==> config.mk <==
export PLATFORM = sky130hd
export DESIGN_NAME = idex_hazard_stage_flat
export DESIGN_NICKNAME = d
export VERILOG_FILES = /design/src/rtl/idex_hazard_if.sv /design/src/rtl/idex_hazard_stage.sv /design/src/flat_wrapper.sv
export SDC_FILE = /design/constraint.sdc
export NUM_CORES = 1
export LEC_CHECK = 0
export BUFFER_PORTS_ARGS = -buffer_cell sky130_fd_sc_hd__buf_2
export CELL_PAD_IN_SITES_DETAIL_PLACEMENT = 1
export CELL_PAD_IN_SITES_GLOBAL_PLACEMENT = 1
export CORE_UTILIZATION = 34
export DETAILED_ROUTE_END_ITERATION = 6
export PLACE_DENSITY_LB_ADDON = 0.1
export RECOVER_POWER = 50
export SETUP_SLACK_MARGIN = 0.15
export SKIP_LAST_GASP = 1
export SLEW_MARGIN = 15
export SYNTH_ARGS = -nofsm -noshare
export SYNTH_HDL_FRONTEND = slang
export SYNTH_SLANG_ARGS = --single-unit
export TNS_END_PERCENT = 30
==> constraint.sdc <==
create_clock -name clk_i -period 5.4 [get_ports clk_i]
set_input_delay 0.54 -clock clk_i [delete_from_list [all_inputs] [get_ports clk_i]]
set_output_delay 0.54 -clock clk_i [all_outputs]
set_load 0.02 [all_outputs]
==> src/rtl/idex_hazard_if.sv <==
// ID/EX stage bundle: ID-side decoded fields in, EX-side registered fields and IF/ID stall out.
// Directions are named from the stage's point of view (_i into the stage, _o out of it).
interface idex_hazard_if #(
    parameter int DW = 32
);
    logic          hold_i;
    logic          flush_i;
    logic [4:0]    id_rs_i;
    logic [4:0]    id_rt_i;
    logic [4:0]    id_wba_i;
    logic [2:0]    id_instr_type_i;
    logic [DW-1:0] id_a_i;
    logic [DW-1:0] id_b_i;
    logic [DW-1:0] id_imm_i;

    logic [4:0]    idex_rs_o;
    logic [4:0]    idex_rt_o;
    logic [4:0]    idex_wba_o;
    logic [2:0]    idex_instr_type_o;
    logic [DW-1:0] idex_a_o;
    logic [DW-1:0] idex_b_o;
    logic [DW-1:0] idex_imm_o;
    logic          stall_ifid_o;

    modport slave (
        input  hold_i, flush_i, id_rs_i, id_rt_i, id_wba_i, id_instr_type_i,
               id_a_i, id_b_i, id_imm_i,
        output idex_rs_o, idex_rt_o, idex_wba_o, idex_instr_type_o,
               idex_a_o, idex_b_o, idex_imm_o, stall_ifid_o
    );

    modport master (
        output hold_i, flush_i, id_rs_i, id_rt_i, id_wba_i, id_instr_type_i,
               id_a_i, id_b_i, id_imm_i,
        input  idex_rs_o, idex_rt_o, idex_wba_o, idex_instr_type_o,
               idex_a_o, idex_b_o, idex_imm_o, stall_ifid_o
    );
endinterface

==> src/rtl/idex_hazard_stage.sv <==
// ID/EX pipeline register with load-use bubble insertion, flush and global hold.
//   state | meaning
//   RUN   | normal flow; a load-use hazard inserts the first bubble here
//   STALL | further bubbles while cnt_q counts down, IF/ID held
module idex_hazard_stage #(
    parameter int DW         = 32,
    parameter int LOAD_STALL = 1
) (
    input  logic            clk_i,
    input  logic            rst_ni,
    idex_hazard_if.slave    bus
);
    typedef enum logic {RUN, STALL} state_t;

    localparam logic [2:0] TYPE_NOP   = 3'd5;
    localparam logic [2:0] TYPE_LOAD  = 3'd2;
    localparam logic [2:0] STALL_INIT = 3'(LOAD_STALL - 1);

    state_t        state_q, state_d;
    logic [2:0]    cnt_q, cnt_d;
    logic [4:0]    rs_q, rs_d, rt_q, rt_d, wba_q, wba_d;
    logic [2:0]    type_q, type_d;
    logic [DW-1:0] a_q, a_d, b_q, b_d, imm_q, imm_d;
    logic          uses_rt, hazard, stall;

    always_comb begin
        uses_rt = (bus.id_instr_type_i == 3'd0) || (bus.id_instr_type_i == 3'd3);
        hazard  = (type_q == TYPE_LOAD) && (wba_q != 5'd0) &&
                  ((bus.id_rs_i == wba_q) || (uses_rt && (bus.id_rt_i == wba_q)));
    end

    always_comb begin
        state_d = state_q;
        cnt_d   = cnt_q;
        rs_d    = rs_q;
        rt_d    = rt_q;
        wba_d   = wba_q;
        type_d  = type_q;
        a_d     = a_q;
        b_d     = b_q;
        imm_d   = imm_q;
        stall   = 1'b0;

        if (bus.hold_i) begin
            stall = 1'b1;
        end else begin
            // bubble by default; only the normal-load branch overrides it
            rs_d   = 5'd0;
            rt_d   = 5'd0;
            wba_d  = 5'd0;
            type_d = TYPE_NOP;
            a_d    = '0;
            b_d    = '0;
            imm_d  = '0;
            if (bus.flush_i) begin
                state_d = RUN;
                cnt_d   = 3'd0;
            end else if (state_q == STALL) begin
                stall = 1'b1;
                if (cnt_q <= 3'd1) begin
                    state_d = RUN;
                    cnt_d   = 3'd0;
                end else begin
                    cnt_d = cnt_q - 3'd1;
                end
            end else if (hazard) begin
                stall   = 1'b1;
                cnt_d   = STALL_INIT;
                state_d = (LOAD_STALL > 1) ? STALL : RUN;
            end else begin
                rs_d   = bus.id_rs_i;
                rt_d   = bus.id_rt_i;
                wba_d  = bus.id_wba_i;
                type_d = bus.id_instr_type_i;
                a_d    = bus.id_a_i;
                b_d    = bus.id_b_i;
                imm_d  = bus.id_imm_i;
            end
        end
    end

    always_ff @(posedge clk_i) begin
        if (!rst_ni) begin
            state_q <= RUN;
            cnt_q   <= 3'd0;
            rs_q    <= 5'd0;
            rt_q    <= 5'd0;
            wba_q   <= 5'd0;
            type_q  <= TYPE_NOP;
            a_q     <= '0;
            b_q     <= '0;
            imm_q   <= '0;
        end else begin
            state_q <= state_d;
            cnt_q   <= cnt_d;
            rs_q    <= rs_d;
            rt_q    <= rt_d;
            wba_q   <= wba_d;
            type_q  <= type_d;
            a_q     <= a_d;
            b_q     <= b_d;
            imm_q   <= imm_d;
        end
    end

    assign bus.idex_rs_o         = rs_q;
    assign bus.idex_rt_o         = rt_q;
    assign bus.idex_wba_o        = wba_q;
    assign bus.idex_instr_type_o = type_q;
    assign bus.idex_a_o          = a_q;
    assign bus.idex_b_o          = b_q;
    assign bus.idex_imm_o        = imm_q;
    assign bus.stall_ifid_o      = stall;
endmodule

==> src/flat_wrapper.sv <==
// flat-port wrapper written by rule: the top's interface ports become plain ports
module idex_hazard_stage_flat 
#(
    parameter int DW         = 32,
    parameter int LOAD_STALL = 1
)
  (clk_i, rst_ni, bus_hold_i, bus_flush_i, bus_id_rs_i, bus_id_rt_i, bus_id_wba_i, bus_id_instr_type_i, bus_id_a_i, bus_id_b_i, bus_id_imm_i, bus_idex_rs_o, bus_idex_rt_o, bus_idex_wba_o, bus_idex_instr_type_o, bus_idex_a_o, bus_idex_b_o, bus_idex_imm_o, bus_stall_ifid_o);
  idex_hazard_if #(.DW(DW)) bus_i ();
  input  logic clk_i;
  input  logic rst_ni;
  input wire logic [$bits(bus_i.hold_i)-1:0] bus_hold_i;
  input wire logic [$bits(bus_i.flush_i)-1:0] bus_flush_i;
  input wire logic [$bits(bus_i.id_rs_i)-1:0] bus_id_rs_i;
  input wire logic [$bits(bus_i.id_rt_i)-1:0] bus_id_rt_i;
  input wire logic [$bits(bus_i.id_wba_i)-1:0] bus_id_wba_i;
  input wire logic [$bits(bus_i.id_instr_type_i)-1:0] bus_id_instr_type_i;
  input wire logic [$bits(bus_i.id_a_i)-1:0] bus_id_a_i;
  input wire logic [$bits(bus_i.id_b_i)-1:0] bus_id_b_i;
  input wire logic [$bits(bus_i.id_imm_i)-1:0] bus_id_imm_i;
  output wire logic [$bits(bus_i.idex_rs_o)-1:0] bus_idex_rs_o;
  output wire logic [$bits(bus_i.idex_rt_o)-1:0] bus_idex_rt_o;
  output wire logic [$bits(bus_i.idex_wba_o)-1:0] bus_idex_wba_o;
  output wire logic [$bits(bus_i.idex_instr_type_o)-1:0] bus_idex_instr_type_o;
  output wire logic [$bits(bus_i.idex_a_o)-1:0] bus_idex_a_o;
  output wire logic [$bits(bus_i.idex_b_o)-1:0] bus_idex_b_o;
  output wire logic [$bits(bus_i.idex_imm_o)-1:0] bus_idex_imm_o;
  output wire logic [$bits(bus_i.stall_ifid_o)-1:0] bus_stall_ifid_o;
  assign bus_i.hold_i = bus_hold_i;
  assign bus_i.flush_i = bus_flush_i;
  assign bus_i.id_rs_i = bus_id_rs_i;
  assign bus_i.id_rt_i = bus_id_rt_i;
  assign bus_i.id_wba_i = bus_id_wba_i;
  assign bus_i.id_instr_type_i = bus_id_instr_type_i;
  assign bus_i.id_a_i = bus_id_a_i;
  assign bus_i.id_b_i = bus_id_b_i;
  assign bus_i.id_imm_i = bus_id_imm_i;
  assign bus_idex_rs_o = bus_i.idex_rs_o;
  assign bus_idex_rt_o = bus_i.idex_rt_o;
  assign bus_idex_wba_o = bus_i.idex_wba_o;
  assign bus_idex_instr_type_o = bus_i.idex_instr_type_o;
  assign bus_idex_a_o = bus_i.idex_a_o;
  assign bus_idex_b_o = bus_i.idex_b_o;
  assign bus_idex_imm_o = bus_i.idex_imm_o;
  assign bus_stall_ifid_o = bus_i.stall_ifid_o;
  idex_hazard_stage #(.DW(DW), .LOAD_STALL(LOAD_STALL)) u_core (.clk_i(clk_i), .rst_ni(rst_ni), .bus(bus_i));
endmodule
==> results.cfg <==
[sta]
setup_slack_ns = 2.36
rsz0062_at_grt = false
final.period_utilization_pct = 56.2
finalCriticalPeriod_ns = 3.04
report.final.slew_viol_count = 0
max_slew.worst_pin.slew_ns = 1.01
fmax_mhz = 329
fin_setup_tns_ns = 0
finalSetupViolations = 0
clock_skew_ns = 0.0114
hold_viol = 0
slew_headroom_pct = 32.7

[drt]
m1WireLength_um = 5010
wl_per_cell_um = 17.1
drc = 0
dr.pass1.iters = 4
top_layer_used = met4
num_vias = 3434
detailedRoute.firstIterationViolations = 183
via_per_inst = 4.96
wl_met2_um = 5850
drtAntennaViolNets = 0
wl_met3_um = 932
wl_um = 11900

[floorplanning]
core_area_um2 = 10900
dieArea_um2 = 11800
die_w_um = 108
fp-row-count = 38
start_util_pct = 35.2
die_h_um = 108
ios = 233

[placed_design]
place.detailed.hpwl_um = 8420
place_congestion = 0.873
dpl_worst_slack_ns = 2.60
portBuffers = 232

[finish]
register_area_um2 = 2360
multi_input_area_um2 = 1350
drive_above_1_share_pct = 28.2
num_antenna_cells = 0
fillerInstances = 1280
nets = 660
area_delta_synth_final_pct = 44.4

[cts]
insertion_delay_ns = 0.40
cts_tree = done
numCtsBuffers = 17
cts_htree_levels = 4
cts_resized = 0
clock_sinks = 118
cts_hold_buf = 0
clock_path_buffers = 2
clkTransAtPathRegs_ns = 0.06
clock-root-buffer = clkbuf_16
cts_setup_buffers = 0

[yosys]
ys_ff_latch = 118
yosys_warnings = 0
synthTopCellsByCount = 118 x dfxtp_1, 112 x a22o_1, 13 x clkbuf_1
synth_ff_type = dfxtp_1
synth_edf_count = 0
synth_top_area_share_pct = 61.3
synthCells = 312
syn_avg_cell_area_um2 = 12.3
mappedNetlistNets = 432
yosysSeqAreaShare_pct = 61.3
yosysTopAreaCell = dfxtp_1
post_synth_num_cell_types = 28
async_flop_share_pct = 0
post-synth-top-count-cell = dfxtp_1
synthTopCellsByArea = dfxtp_1 61%, a22o_1 25%, xnor2_1 2.5%, buf_4 1.4%, clkbuf_1 1.3%
synth_area_um2 = 3850

[global_routing]
overflow = 0
grt_pass1_wl_um = 17800
grt_pass1_vias = 3525
grt_max_degree = 93
grtUsageTotal_pct = 19.8
antenna_found_initial = 0

[power_and_ir_drop]
finalPower_mw = 2.25
powerDensity_nw_per_um2 = 404
max-vdd-ir-drop_mv = 0.175
leakagePower_nw = 2.36

[critical_path]
crit_chain = or4_1, nor2_1, nor4b_1, a21oi_1, o21bai_1, buf_2
reg2reg_to = u_core.bus.idex_rt_o[2]$_SDFFE_PN0N_
r2r-start = u_core.bus.idex_wba_o[0]$_SDFFE_PN0N_
crit_path_end_kind = output port
path_class = register to output port
worstPathArrival_ns = 2.50
path_buf_inv = 1
crit_slowest_cell = nor4b_1
critical-path-top-delay-family = simple AND/OR/NAND/NOR gates
critPathLaunchType = register
reg2reg_slack_ns = 2.66
r2r_cells = 6
required_ns = 4.86
cp_max_fo = 5
critPathMaxStageDelay_ns = 0.74

[status]
status = completed

[min_path]
hold_depth = 2
min-delay-path-class = input port to register
hold_start = bus_id_b_i[5]
min_to = u_core.bus.idex_b_o[5]$_SDFFE_PN0N_

[job]
maxCapViolations = 0
[cell type report]
type | count | share of cell area, %
sequential | 118 | 42.5
multi-input combinational | 164 | 24.3
timing repair buffer | 234 | 18.8
clock buffer | 18 | 7.72
clock inverter | 14 | 3.17
tap | 140 | 3.15
inverter | 5 | 0.337
[cells in the final DEF, fill, tap and decap left out, types with 3 or more instances in the layout]
cell type,instances
nor2_1,5
a21oi_1,6
clkinvlp_4,4
nand2_1,4
clkbuf_16,17
bufinv_16,3
buf_2,118
xnor2_1,11
a22o_1,112
o21ai_0,3
dfxtp_1,118
clkbuf_1,115
inv_1,5
[sequential cells by signal, indices dropped and copies added, names as in the netlist]
register                      count
u_core.bus.idex_b_o              32
u_core.bus.idex_imm_o            32
u_core.bus.idex_rt_o              5
u_core.bus.idex_instr_type_o      3
u_core.bus.idex_rs_o              5
u_core.cnt_q                      3
u_core.bus.idex_wba_o             5
u_core.bus.idex_a_o              32
u_core.state_q                    1
[stage by stage]
step / util, % / hold WS (ns) / area, um2 / std cells
after floorplan: - / 0.491 / 3850 / 312
after global placement: 46.6 / 0.455 / 5100 / 661
after detailed placement: 46.6 / 0.460 / 5100 / 661
after CTS: 52.2 / 0.335 / 5700 / 693
after global routing: 50.9 / 0.329 / 5560 / 693
final: 50.9 / 0.351 / 5560 / 693
[how the worst max path moves through the flow]
| stage | end | startpoint | cells past startpoint |
|---|---|---|---|
| floorplan | bus_stall_ifid_o | u_core.bus.idex_wba_o[0]$_SDFFE_PN0N_ | 5 |
| global placement | u_core.bus.idex_instr_type_o[0]$_SDFFE_PN1N_ | rst_ni | 6 |
| global route | bus_stall_ifid_o | u_core.bus.idex_wba_o[2]$_SDFFE_PN0N_ | 6 |
| detailed placement | u_core.bus.idex_rt_o[2]$_SDFFE_PN0N_ | rst_ni | 6 |
| CTS | bus_stall_ifid_o | u_core.bus.idex_wba_o[2]$_SDFFE_PN0N_ | 6 |
| finish | bus_stall_ifid_o | u_core.bus.idex_wba_o[2]$_SDFFE_PN0N_ | 6 |
[metal layers]
| metal | vias to the layer above | global-route usage [%] |
|---|---|---|
| met5 | - | 0 |
| li1 | 1651 | - |
| met3 | 8 | 6.51 |
| met2 | 142 | 33.5 |
| met4 | 0 | 7.63 |
| met1 | 1633 | 23.1 |
[cell families (layout without fill, tap and decap cells)]
kind of cell    after synthesis  in the layout  synth area share, %
simple gates                 21             21                 3.05
buf+inv                      30            271                 3.77
flops                       118            118                 61.3
compound gates              130            130                 28.7
xor+xnor                     11             11                 2.50
fa+ha+maj                     2              2                0.650
[power by group]
group / switching [mW] / internal (mW) / leakage (nW)
registers: 0.0199 / 0.905 / 0.963
logic: 0.109 / 0.0742 / 1.11
clock network: 0.407 / 0.731 / 0.285
total: 0.536 / 1.71 / 2.36
[worst register-to-register path: stages, from the launching register on]
cell and delay [ns]:
dfxtp_1 0.37, or4_1 0.54, nor2_1 0.10, nor4b_1 0.11, a211oi_4 0.87, buf_12 0.43, a22o_1 0.27
Power figures use the tool's default switching activity.
